<file path="src/rtl/alu_pkg.sv">
// rtl/alu_pkg.sv - shared types and expected-result function for the ALU command issuer
package alu_pkg;

   typedef enum logic [2:0] {
      ADD  = 3'd0,
      SUB  = 3'd1,
      AND  = 3'd2,
      OR   = 3'd3,
      XOR  = 3'd4,
      NOTA = 3'd5,
      SHR  = 3'd6,
      SHL  = 3'd7
   } alu_op_e;

   typedef struct packed {
      logic [2:0] op;
      logic [3:0] b;
      logic [3:0] a;
   } alu_cmd_t;

   localparam int CMD_W = $bits(alu_cmd_t);

   typedef enum logic [1:0] {
      S_IDLE    = 2'd0,
      S_DRIVE   = 2'd1,
      S_PRESENT = 2'd2
   } issuer_state_e;

   // Operands are zero-extended; the 8-bit result wraps.
   function automatic logic [7:0] alu_expect(input logic [3:0] a,
                                             input logic [3:0] b,
                                             input logic [2:0] op);
      logic [7:0] a8;
      logic [7:0] b8;
      logic [7:0] r;
      a8 = {4'b0000, a};
      b8 = {4'b0000, b};
      case (alu_op_e'(op))
         ADD:     r = a8 + b8;
         SUB:     r = a8 - b8;
         AND:     r = a8 & b8;
         OR:      r = a8 | b8;
         XOR:     r = a8 ^ b8;
         NOTA:    r = ~a8;
         SHR:     r = a8 >> 1;
         SHL:     r = a8 << 1;
         default: r = 8'h00;
      endcase
      return r;
   endfunction

endpackage

</file>
<file path="src/rtl/alu_cmd_fifo.sv">
// rtl/alu_cmd_fifo.sv - command FIFO holding alu_cmd_t entries
module alu_cmd_fifo
   import alu_pkg::*;
#(
   parameter int DEPTH = 4
) (
   input  logic                       clk,
   input  logic                       rst_n,
   input  logic                       push,
   input  logic [CMD_W-1:0]           push_data,
   input  logic                       pop,
   output logic [CMD_W-1:0]           pop_data,
   output logic                       full,
   output logic                       empty,
   output logic [$clog2(DEPTH):0]     count
);

   localparam int PTR_W = $clog2(DEPTH);
   localparam int CNT_W = PTR_W + 1;

   alu_cmd_t           mem [DEPTH];
   logic [PTR_W-1:0]   wr_ptr;
   logic [PTR_W-1:0]   rd_ptr;
   logic               do_push;
   logic               do_pop;

   assign full     = (count == CNT_W'(DEPTH));
   assign empty    = (count == '0);
   assign do_push  = push & ~full;
   assign do_pop   = pop & ~empty;
   assign pop_data = mem[rd_ptr];

   // Pointers are PTR_W wide, so wrap-around is the natural modulo-DEPTH overflow.
   always_ff @(posedge clk) begin
      if (!rst_n) begin
         wr_ptr <= '0;
         rd_ptr <= '0;
         count  <= '0;
      end else begin
         if (do_push)
            wr_ptr <= wr_ptr + PTR_W'(1);
         if (do_pop)
            rd_ptr <= rd_ptr + PTR_W'(1);
         case ({do_push, do_pop})
            2'b10:   count <= count + CNT_W'(1);
            2'b01:   count <= count - CNT_W'(1);
            default: count <= count;
         endcase
      end
   end

   always_ff @(posedge clk) begin
      if (rst_n && do_push)
         mem[wr_ptr] <= alu_cmd_t'(push_data);
   end

endmodule

</file>
<file path="src/rtl/alu_cmd_issuer.sv">
// rtl/alu_cmd_issuer.sv - feeds queued commands to the ALU, captures and checks results
module alu_cmd_issuer
   import alu_pkg::*;
#(
   parameter int DEPTH   = 4,
   parameter int ALU_LAT = 2
) (
   input  logic        clk,
   input  logic        rst_n,
   input  logic        cmd_valid,
   input  logic [10:0] cmd_data,
   output logic        cmd_ready,
   output logic [7:0]  alu_ab,
   output logic [2:0]  alu_op,
   input  logic [7:0]  alu_y,
   output logic        res_valid,
   output logic [7:0]  res_data,
   output logic [2:0]  res_op,
   output logic        res_mismatch,
   input  logic        res_ready,
   output logic        busy
);

   localparam int LAT_W = (ALU_LAT > 1) ? $clog2(ALU_LAT) : 1;

   issuer_state_e           state;
   issuer_state_e           state_nx;
   logic [LAT_W-1:0]        lat_cnt;
   logic                    fifo_pop;
   logic [CMD_W-1:0]        fifo_rd_data;
   logic                    fifo_full;
   logic                    fifo_empty;
   logic [$clog2(DEPTH):0]  fifo_count;
   alu_cmd_t                head;
   logic                    issue;
   logic                    capture;
   logic                    release_res;

   alu_cmd_fifo #(
      .DEPTH(DEPTH)
   ) u_fifo (
      .clk       (clk),
      .rst_n     (rst_n),
      .push      (cmd_valid),
      .push_data (cmd_data),
      .pop       (fifo_pop),
      .pop_data  (fifo_rd_data),
      .full      (fifo_full),
      .empty     (fifo_empty),
      .count     (fifo_count)
   );

   assign head      = alu_cmd_t'(fifo_rd_data);
   assign cmd_ready = ~fifo_full;
   assign busy      = (state != S_IDLE) | (fifo_count != '0);

   always_ff @(posedge clk) begin
      if (!rst_n)
         state <= S_IDLE;
      else
         state <= state_nx;
   end

   // res_valid is always high in PRESENT, so res_ready alone completes the handshake there.
   always_comb begin
      state_nx    = state;
      fifo_pop    = 1'b0;
      issue       = 1'b0;
      capture     = 1'b0;
      release_res = 1'b0;
      case (state)
         S_IDLE: begin
            if (!fifo_empty) begin
               fifo_pop = 1'b1;
               issue    = 1'b1;
               state_nx = S_DRIVE;
            end
         end
         S_DRIVE: begin
            if (lat_cnt == '0) begin
               capture  = 1'b1;
               state_nx = S_PRESENT;
            end
         end
         S_PRESENT: begin
            if (res_ready) begin
               release_res = 1'b1;
               state_nx    = S_IDLE;
            end
         end
         default: state_nx = S_IDLE;
      endcase
   end

   always_ff @(posedge clk) begin
      if (!rst_n) begin
         lat_cnt      <= '0;
         alu_ab       <= '0;
         alu_op       <= '0;
         res_valid    <= 1'b0;
         res_data     <= '0;
         res_op       <= '0;
         res_mismatch <= 1'b0;
      end else begin
         if (issue) begin
            alu_ab  <= {head.b, head.a};
            alu_op  <= head.op;
            lat_cnt <= LAT_W'(ALU_LAT - 1);
         end else if (state == S_DRIVE && lat_cnt != '0) begin
            lat_cnt <= lat_cnt - LAT_W'(1);
         end
         // alu_ab/alu_op still hold the in-flight command, so they feed the checker directly.
         if (capture) begin
            res_data     <= alu_y;
            res_op       <= alu_op;
            res_mismatch <= (alu_y != alu_expect(alu_ab[3:0], alu_ab[7:4], alu_op));
            res_valid    <= 1'b1;
         end else if (release_res) begin
            res_valid    <= 1'b0;
         end
      end
   end

endmodule

</file>
<file path="config.mk">
export PLATFORM = sky130hd
export DESIGN_NAME = alu_cmd_issuer
export DESIGN_NICKNAME = d
export VERILOG_FILES = /design/src/rtl/alu_pkg.sv /design/src/rtl/alu_cmd_fifo.sv /design/src/rtl/alu_cmd_issuer.sv
export SDC_FILE = /design/constraint.sdc
export NUM_CORES = 1
export LEC_CHECK = 0
export CORE_ASPECT_RATIO = 1.2
export CORE_MARGIN = 2
export CORE_UTILIZATION = 61
export CTS_BUF_LIST = sky130_fd_sc_hd__clkbuf_2
export CTS_CLUSTER_SIZE = 14
export DETAILED_ROUTE_END_ITERATION = 7
export GPL_TIMING_DRIVEN = 0
export HOLD_SLACK_MARGIN = 0.15
export PLACE_DENSITY = 0.85
export SYNTH_ARGS = -nofsm -noshare
export SYNTH_HDL_FRONTEND = slang
export SYNTH_SLANG_ARGS = --single-unit
</file>
<file path="constraint.sdc">
create_clock -name clk -period 7 [get_ports clk]
set_input_delay 1.4 -clock clk [delete_from_list [all_inputs] [get_ports clk]]
set_output_delay 1.4 -clock clk [all_outputs]
set_load 0.05 [all_outputs]
</file>
==> flow_metrics.tcl, run 1 <==
set metrics [dict create \
    cts_resized 0 \
    grt.total_usage_pct 25.43 \
    critPathTopFamily "buffers and inverters" \
    syn_nets 369 \
    synthMostInstantiatedCell "nand2_1" \
    fp.dieH_um 90.05 \
    first_pass_iters 4 \
    synth_warnings 0 \
    worst_hold_path_type "flop to flop" \
    clockBufferDepth 2 \
    gp_congestion 0.9373 \
    setup_ws_ns 3.663 \
    fp-row-count 31 \
    synth_cells 326 \
    portBuffers 47 \
    critPathKind "flop to primary output" \
    ant_nets 0 \
    hold_start "res_data[0]" \
    register_area_sq_mm 0.002002 \
    hold_violations 0 \
    setup_tns_ns 0 \
    post-cts-setup-buffers 0 \
    synth_edf_count 44 \
    synth.avg_cell_area_sq_um 11.54 \
    clock_latency_ns 0.52 \
    cts_max_level 3 \
    vias 2628 \
    setup_viol 0 \
    synthToLayoutAreaGrowth_pct 19.48 \
    layout.cells.non_filler 471 \
    async_flop_share_pct 0 \
    status "complete, no violations" \
    fin_total_pwr_uw 1884 \
    design.core.area_sq_mm 0.006012 \
    clock_sinks 78 \
    synth_commonest_cells "nand2_1 (56), edfxtp_1 (44), dfxtp_1 (34)" \
    io_pins 49 \
    grt.overflow.total 0 \
    p_leak_uw 0.001588 \
    ys_ff_latch 78 \
    crit_chain "clkdlybuf4s50_1" \
    grt_pass1_vias 2681 \
    routed_wl_um 7797 \
    worstMarginPinSlew_ns 0.6408 \
    n_fill_cell 426 \
    antenna_found_initial 0 \
    dp_hpwl_um 5632 \
    drc 0 \
    clk_pin_slew_ns 0.24 \
    max_stage_delay_ns 0.88 \
    die_area_sq_mm 0.006817 \
    worst_ep_required_time_ns 5.60 \
    regToRegStartpoint "u_fifo.count[0]" \
    die_x_um 75.71 \
    netlist.area_leader.share_pct 35.11 \
    layout.nets 427 \
    place_inst 455 \
    vias_per_cell 5.580 \
    antenna_cells 0 \
    arrival_ns 1.94 \
    critPathBufInv 1 \
    synth_cell_types 52 \
    drt_iter0_markers 146 \
    fmax_mhz 299.6 \
    drive_gt1_share_pct 9.512 \
    crit_start "alu_ab[2]" \
    multi_input_area_sq_mm 0.001583 \
    cts-root-buf "clkbuf_2" \
    min_period_over_period_pct 47.68 \
    rsz0062_at_grt "no" \
    fin_skew_ns 0.03277 \
    p_per_area_mw_per_mm2 419.0 \
    grt_pass1_wl_um 12790 \
    ys_seq_area_share_pct 53.19 \
    start_util_pct 62.60 \
    synth_top_area_cell "edfxtp_1" \
    final.min_clock_period_ns 3.337 \
    max_cap_viol_count 0 \
    drv_slew 0 \
    cts_tree "done" \
    endpoint_kind "primary output" \
    netlist_area_sq_mm 0.003764 \
    post-place-ws_ns 3.538 \
    cts_made_buffers 9 \
    ir_worst_vdd_mv 0.2212 \
    worstPathMaxFanout 7 \
    grt_start_max_net_pins 14 \
    max_slew_margin_pct 57.28 \
    start_kind "flop" \
    wl_per_cell_um 16.55 \
    synth.top_cells.by_area "edfxtp_1 (35%), dfxtp_1 (18%), mux4_2 (6.6%), ha_1 (5.7%), nand2_1 (5.6%)" \
    ctsHoldBuffers 0 \
    synth_ff_type "edfxtp_1" \
    crit_path_top_delay_cell "clkdlybuf4s50_1" \
]
[cell families after synthesis]
family	count (synthesis)	synth area share, %
compound gates	58	11.30
simple gates	102	12.97
mux	16	7.979
xor+xnor	11	2.560
fa+ha+maj	20	7.247
buf+inv	41	4.754
flops	78	53.19
[path summary, 6_finish.rpt]
path              depth (start not counted)         endpoint  slack [ns]
setup / recovery                          1        alu_ab[2]        3.66
hold / removal                            2      res_data[0]        0.47
setup reg to reg                         11  u_fifo.count[2]        4.30
hold reg to reg                           2      res_data[0]        0.47
[worst register-to-register path: stages (launching register included)]
cell and delay, ns:
dfxtp_1 0.42, nor3_1 0.08, nand2b_1 0.15, clkbuf_1 0.19
inv_2 0.12, clkbuf_1 0.38, ha_1 0.28, inv_1 0.06
fa_1 0.37, xor2_1 0.15, or3_1 0.30, a21boi_1 0.13
[through the flow]
step	utilization [%]	instance area, sq um	hold WS [ns]
global placement	72.13	4337	0.4397
detailed placement	72.13	4337	0.4442
global route	74.80	4497	0.4832
floorplan	-	3764	0.4620
finish	74.80	4497	0.4656
CTS	74.80	4497	0.4687
[state kept, by name (all words and copies together), names as in the netlist]
name,count
u_fifo.count,3
alu_ab,8
u_fifo.wr_ptr,2
res_valid,1
res_op,3
res_mismatch,1
res_data,8
state,2
u_fifo.rd_ptr,2
u_fifo.mem,44
lat_cnt,1
alu_op,3
[layer usage]
metal | share of wire (%) | vias to the layer above | routed length [um] | track usage, %
met4 | 1.5 | 0 | 119 | 9.942
met2 | 56 | 58 | 4341 | 44.35
met1 | 40 | 1291 | 3082 | 30.36
met3 | 3.2 | 9 | 253 | 4.148
li1 | - | 1270 | - | -
met5 | 0 | - | 0 | 0
[cells in the final DEF, fill, tap and decap left out, types with 3 or more instances in the layout]
master,instances
o211ai_1,3
a21oi_1,5
nor2_1,5
clkdlybuf4s50_1,47
nand2_1,56
edfxtp_1,44
fa_1,3
nand3_1,3
xnor2_1,10
buf_2,4
ha_1,17
nor3_1,5
mux4_2,11
nand2b_1,7
o21ai_0,5
a21boi_1,27
clkbuf_2,10
dfxtp_1,34
and3_1,5
and2_1,6
bufinv_16,3
nor2b_1,5
mux2i_1,3
clkbuf_1,10
inv_1,19
[cell type report]
class | count | share of cell area [%]
plain buffers | 19 | 2.115
clock buffers | 10 | 1.113
clock inverters | 6 | 2.449
inverters | 22 | 1.864
multi-input cells | 207 | 35.20
flip-flops and latches | 78 | 44.52
well taps | 82 | 2.282
repair buffers | 47 | 10.46
[report_power, final]
group | total [uW] | internal [uW] | switching (uW)
clock | 312 | 155 | 157
combinational | 939 | 373 | 566
sequential | 633 | 560 | 72.6
total | 1880 | 1090 | 796
Power figures use the tool's default switching activity.
==> inputs of run 2 (changes only) <==
CORE_UTILIZATION = 57   (was 61)
PLACE_DENSITY = 0.8   (was 0.85)
clock period = 3.1 ns   (was 7 ns; I/O delays follow)
==> run 2 against run 1 <==
Clock power increased by 71%. Via count decreased by 0.61%. Final cell count increased by 0.64%. Hold slack improved by 0.00094 ns. Clock-buffer cell count unchanged. Routed wire length decreased by 4.1%. Critical path depth increased by 10. Combinational power increased by 130%. Worst setup slack got worse by 3.3 ns. First-iteration DRC count decreased by 42%. Largest power group unchanged.
==> flow_metrics.tcl, run 2 (synthesized netlist as in run 1, its figures left out) <==
set metrics [dict create \
    crit_path_top_delay_cell "dfxtp_1" \
    hold_violations 0 \
    final_cell_mix "nand2_1 (56), clkdlybuf4s50_1 (47), edfxtp_1 (44)" \
    hold_depth 2 \
    cts_made_buffers 9 \
    cts_max_level 3 \
    top_register "u_fifo.mem" \
    max_slew_margin_pct 55.14 \
    use_met1_pct 25.61 \
    internal_power_uw 2296 \
    grt.total_usage_pct 22.54 \
    cts_resized 0 \
    hold_start "res_data[0]" \
    drive_gt1_share_pct 9.512 \
    start_kind "flop" \
    synthToLayoutAreaGrowth_pct 18.32 \
    grt_most_used_layer "met2" \
    fmax_mhz 360.1 \
    dp_hpwl_um 5529 \
    cts_tree "done" \
    wl_per_cell_um 15.78 \
    whs_endpoint "res_data[0]" \
    worst_hold_path_type "flop to flop" \
    max_cap_viol_count 0 \
    critPathBufInv 4 \
    die_x_um 78.18 \
    worstPathMaxFanout 10 \
    r2r_slack_ns 0.32 \
    rsz0062_at_grt "no" \
    clock_power_share_pct 13.1 \
    ant_nets 0 \
    portBuffers 47 \
    drv_slew 0 \
    setup_tns_ns 0 \
    drc 0 \
    ir_worst_vdd_mv 0.4165 \
    ctsHoldBuffers 0 \
    grt.overflow.total 0 \
    n_fill_cell 480 \
    start_util_pct 58.75 \
    design.core.area_sq_mm 0.006406 \
    setup_viol 0 \
    critPathTopFamily "buffers and inverters" \
    vias_per_cell 5.511 \
    gp_congestion 0.9427 \
    clock_latency_ns 0.52 \
    p_switching_uw 1776 \
    grt_pass1_vias 2627 \
    io_pins 49 \
    gr-usage-met3_pct 4.344 \
    final_common_cell "nand2_1" \
    grt_start_max_net_pins 14 \
    p_per_area_mw_per_mm2 914.4 \
    pwr-share-comb_pct 52.0 \
    clock_sinks 78 \
    top_regs "u_fifo.mem x44, alu_ab x8, res_data x8" \
    fin_total_pwr_uw 4072 \
    p_leak_uw 0.001564 \
    fp-row-count 32 \
    p_seq_share_pct 34.9 \
    worstMarginPinSlew_ns 0.6730 \
    regToRegStartpoint "state[0]" \
    min_period_over_period_pct 89.59 \
    drt_iter0_markers 84 \
    worst_ep_required_time_ns 3.54 \
    post-cts-setup-buffers 0 \
    timing.hold.ws_ns 0.4665 \
    swShare_pct 43.62 \
    use_met2_pct 41.16 \
    crit_chain "nor2_1 -> nand2b_1 -> clkbuf_1 -> inv_2 -> clkbuf_1 -> ha_1 -> inv_1 -> fa_1 -> xor2_1 -> or3_1 -> a21boi_1" \
    fin_skew_ns 0.03997 \
    final.min_clock_period_ns 2.777 \
    clk_pin_slew_ns 0.23 \
    fp.dieH_um 93.01 \
    first_pass_iters 4 \
    critPathKind "flop to flop" \
    cts-root-buf "clkbuf_2" \
    reg2regPathDepth 11 \
    clockBufferDepth 2 \
    r2r-end "u_fifo.count[2]" \
    max_stage_delay_ns 0.41 \
    status "complete, no violations" \
    antenna_found_initial 0 \
    grt_pass1_wl_um 12480 \
    largest_register_ffs 44 \
    antenna_cells 0 \
    layout.nets 427 \
    arrival_ns 3.22 \
    crit_path_frequent_cell "clkbuf_1" \
    endpoint_kind "flop" \
    die_area_sq_mm 0.007271 \
    vias 2612 \
    routed_wl_um 7478 \
]
run 2: stage by stage:
step           setup slack [ns]  std cells  instance area [sq um]  util, %
2_1_floorplan            0.5300        326                   3764        -
3_3_place_gp             0.4413        458                   4340    67.75
3_5_place_dp             0.3736        458                   4340    67.75
5_1_grt                  0.1337        474                   4453    69.51
4_1_cts                  0.3260        474                   4453    69.51
6_report                 0.3226        474                   4453    69.51
run 2: worst max path at each step:
stage / from / end / slack (ns) / depth (start not counted)
floorplan: u_fifo.count[0] / u_fifo.count[2] / 0.53 / 11
global placement: cmd_valid / u_fifo.count[2] / 0.44 / 10
detailed placement: cmd_valid / u_fifo.count[2] / 0.37 / 10
CTS: state[0] / u_fifo.count[2] / 0.33 / 11
global route: state[0] / u_fifo.count[2] / 0.13 / 11
finish: state[0] / u_fifo.count[2] / 0.32 / 11
run 2: power by group through the flow:
stage / logic (uW) / clock network, uW / registers (uW)
4_1_cts: 2140 / 542 / 1420
3_3_place_gp: 2070 / 0 / 1440
5_1_grt: 2320 / 583 / 1450
2_1_floorplan: 1250 / 0 / 1730
6_report: 2120 / 532 / 1420
3_5_place_dp: 2120 / 0 / 1450
run 2: layout make-up:
cell class | instances | area, sq um | area share, %
Clock buffer | 10 | 50.05 | 1.124
Multi-Input combinational cell | 207 | 1583 | 35.54
Timing Repair Buffer | 47 | 470.5 | 10.56
Clock inverter | 6 | 62.56 | 1.405
Tap cell | 85 | 106.4 | 2.388
Sequential cell | 78 | 2002 | 44.96
Inverter | 22 | 83.83 | 1.883
Buffer | 19 | 95.09 | 2.135
run 2: worst register-to-register path, cell delays in order (launching register included):
cell and delay (ns):
dfxtp_1 0.41, nor2_1 0.16, nand2b_1 0.07, clkbuf_1 0.20, inv_2 0.13, clkbuf_1 0.39
ha_1 0.27, inv_1 0.06, fa_1 0.38, xor2_1 0.16, or3_1 0.31, a21boi_1 0.15
run 2: metal layers:
metal  part of all wire [%]  vias up
met5                      0        -
met3                    3.9       13
met2                     55       59
met4                    1.6        0
met1                     40     1271
li1                       -     1269
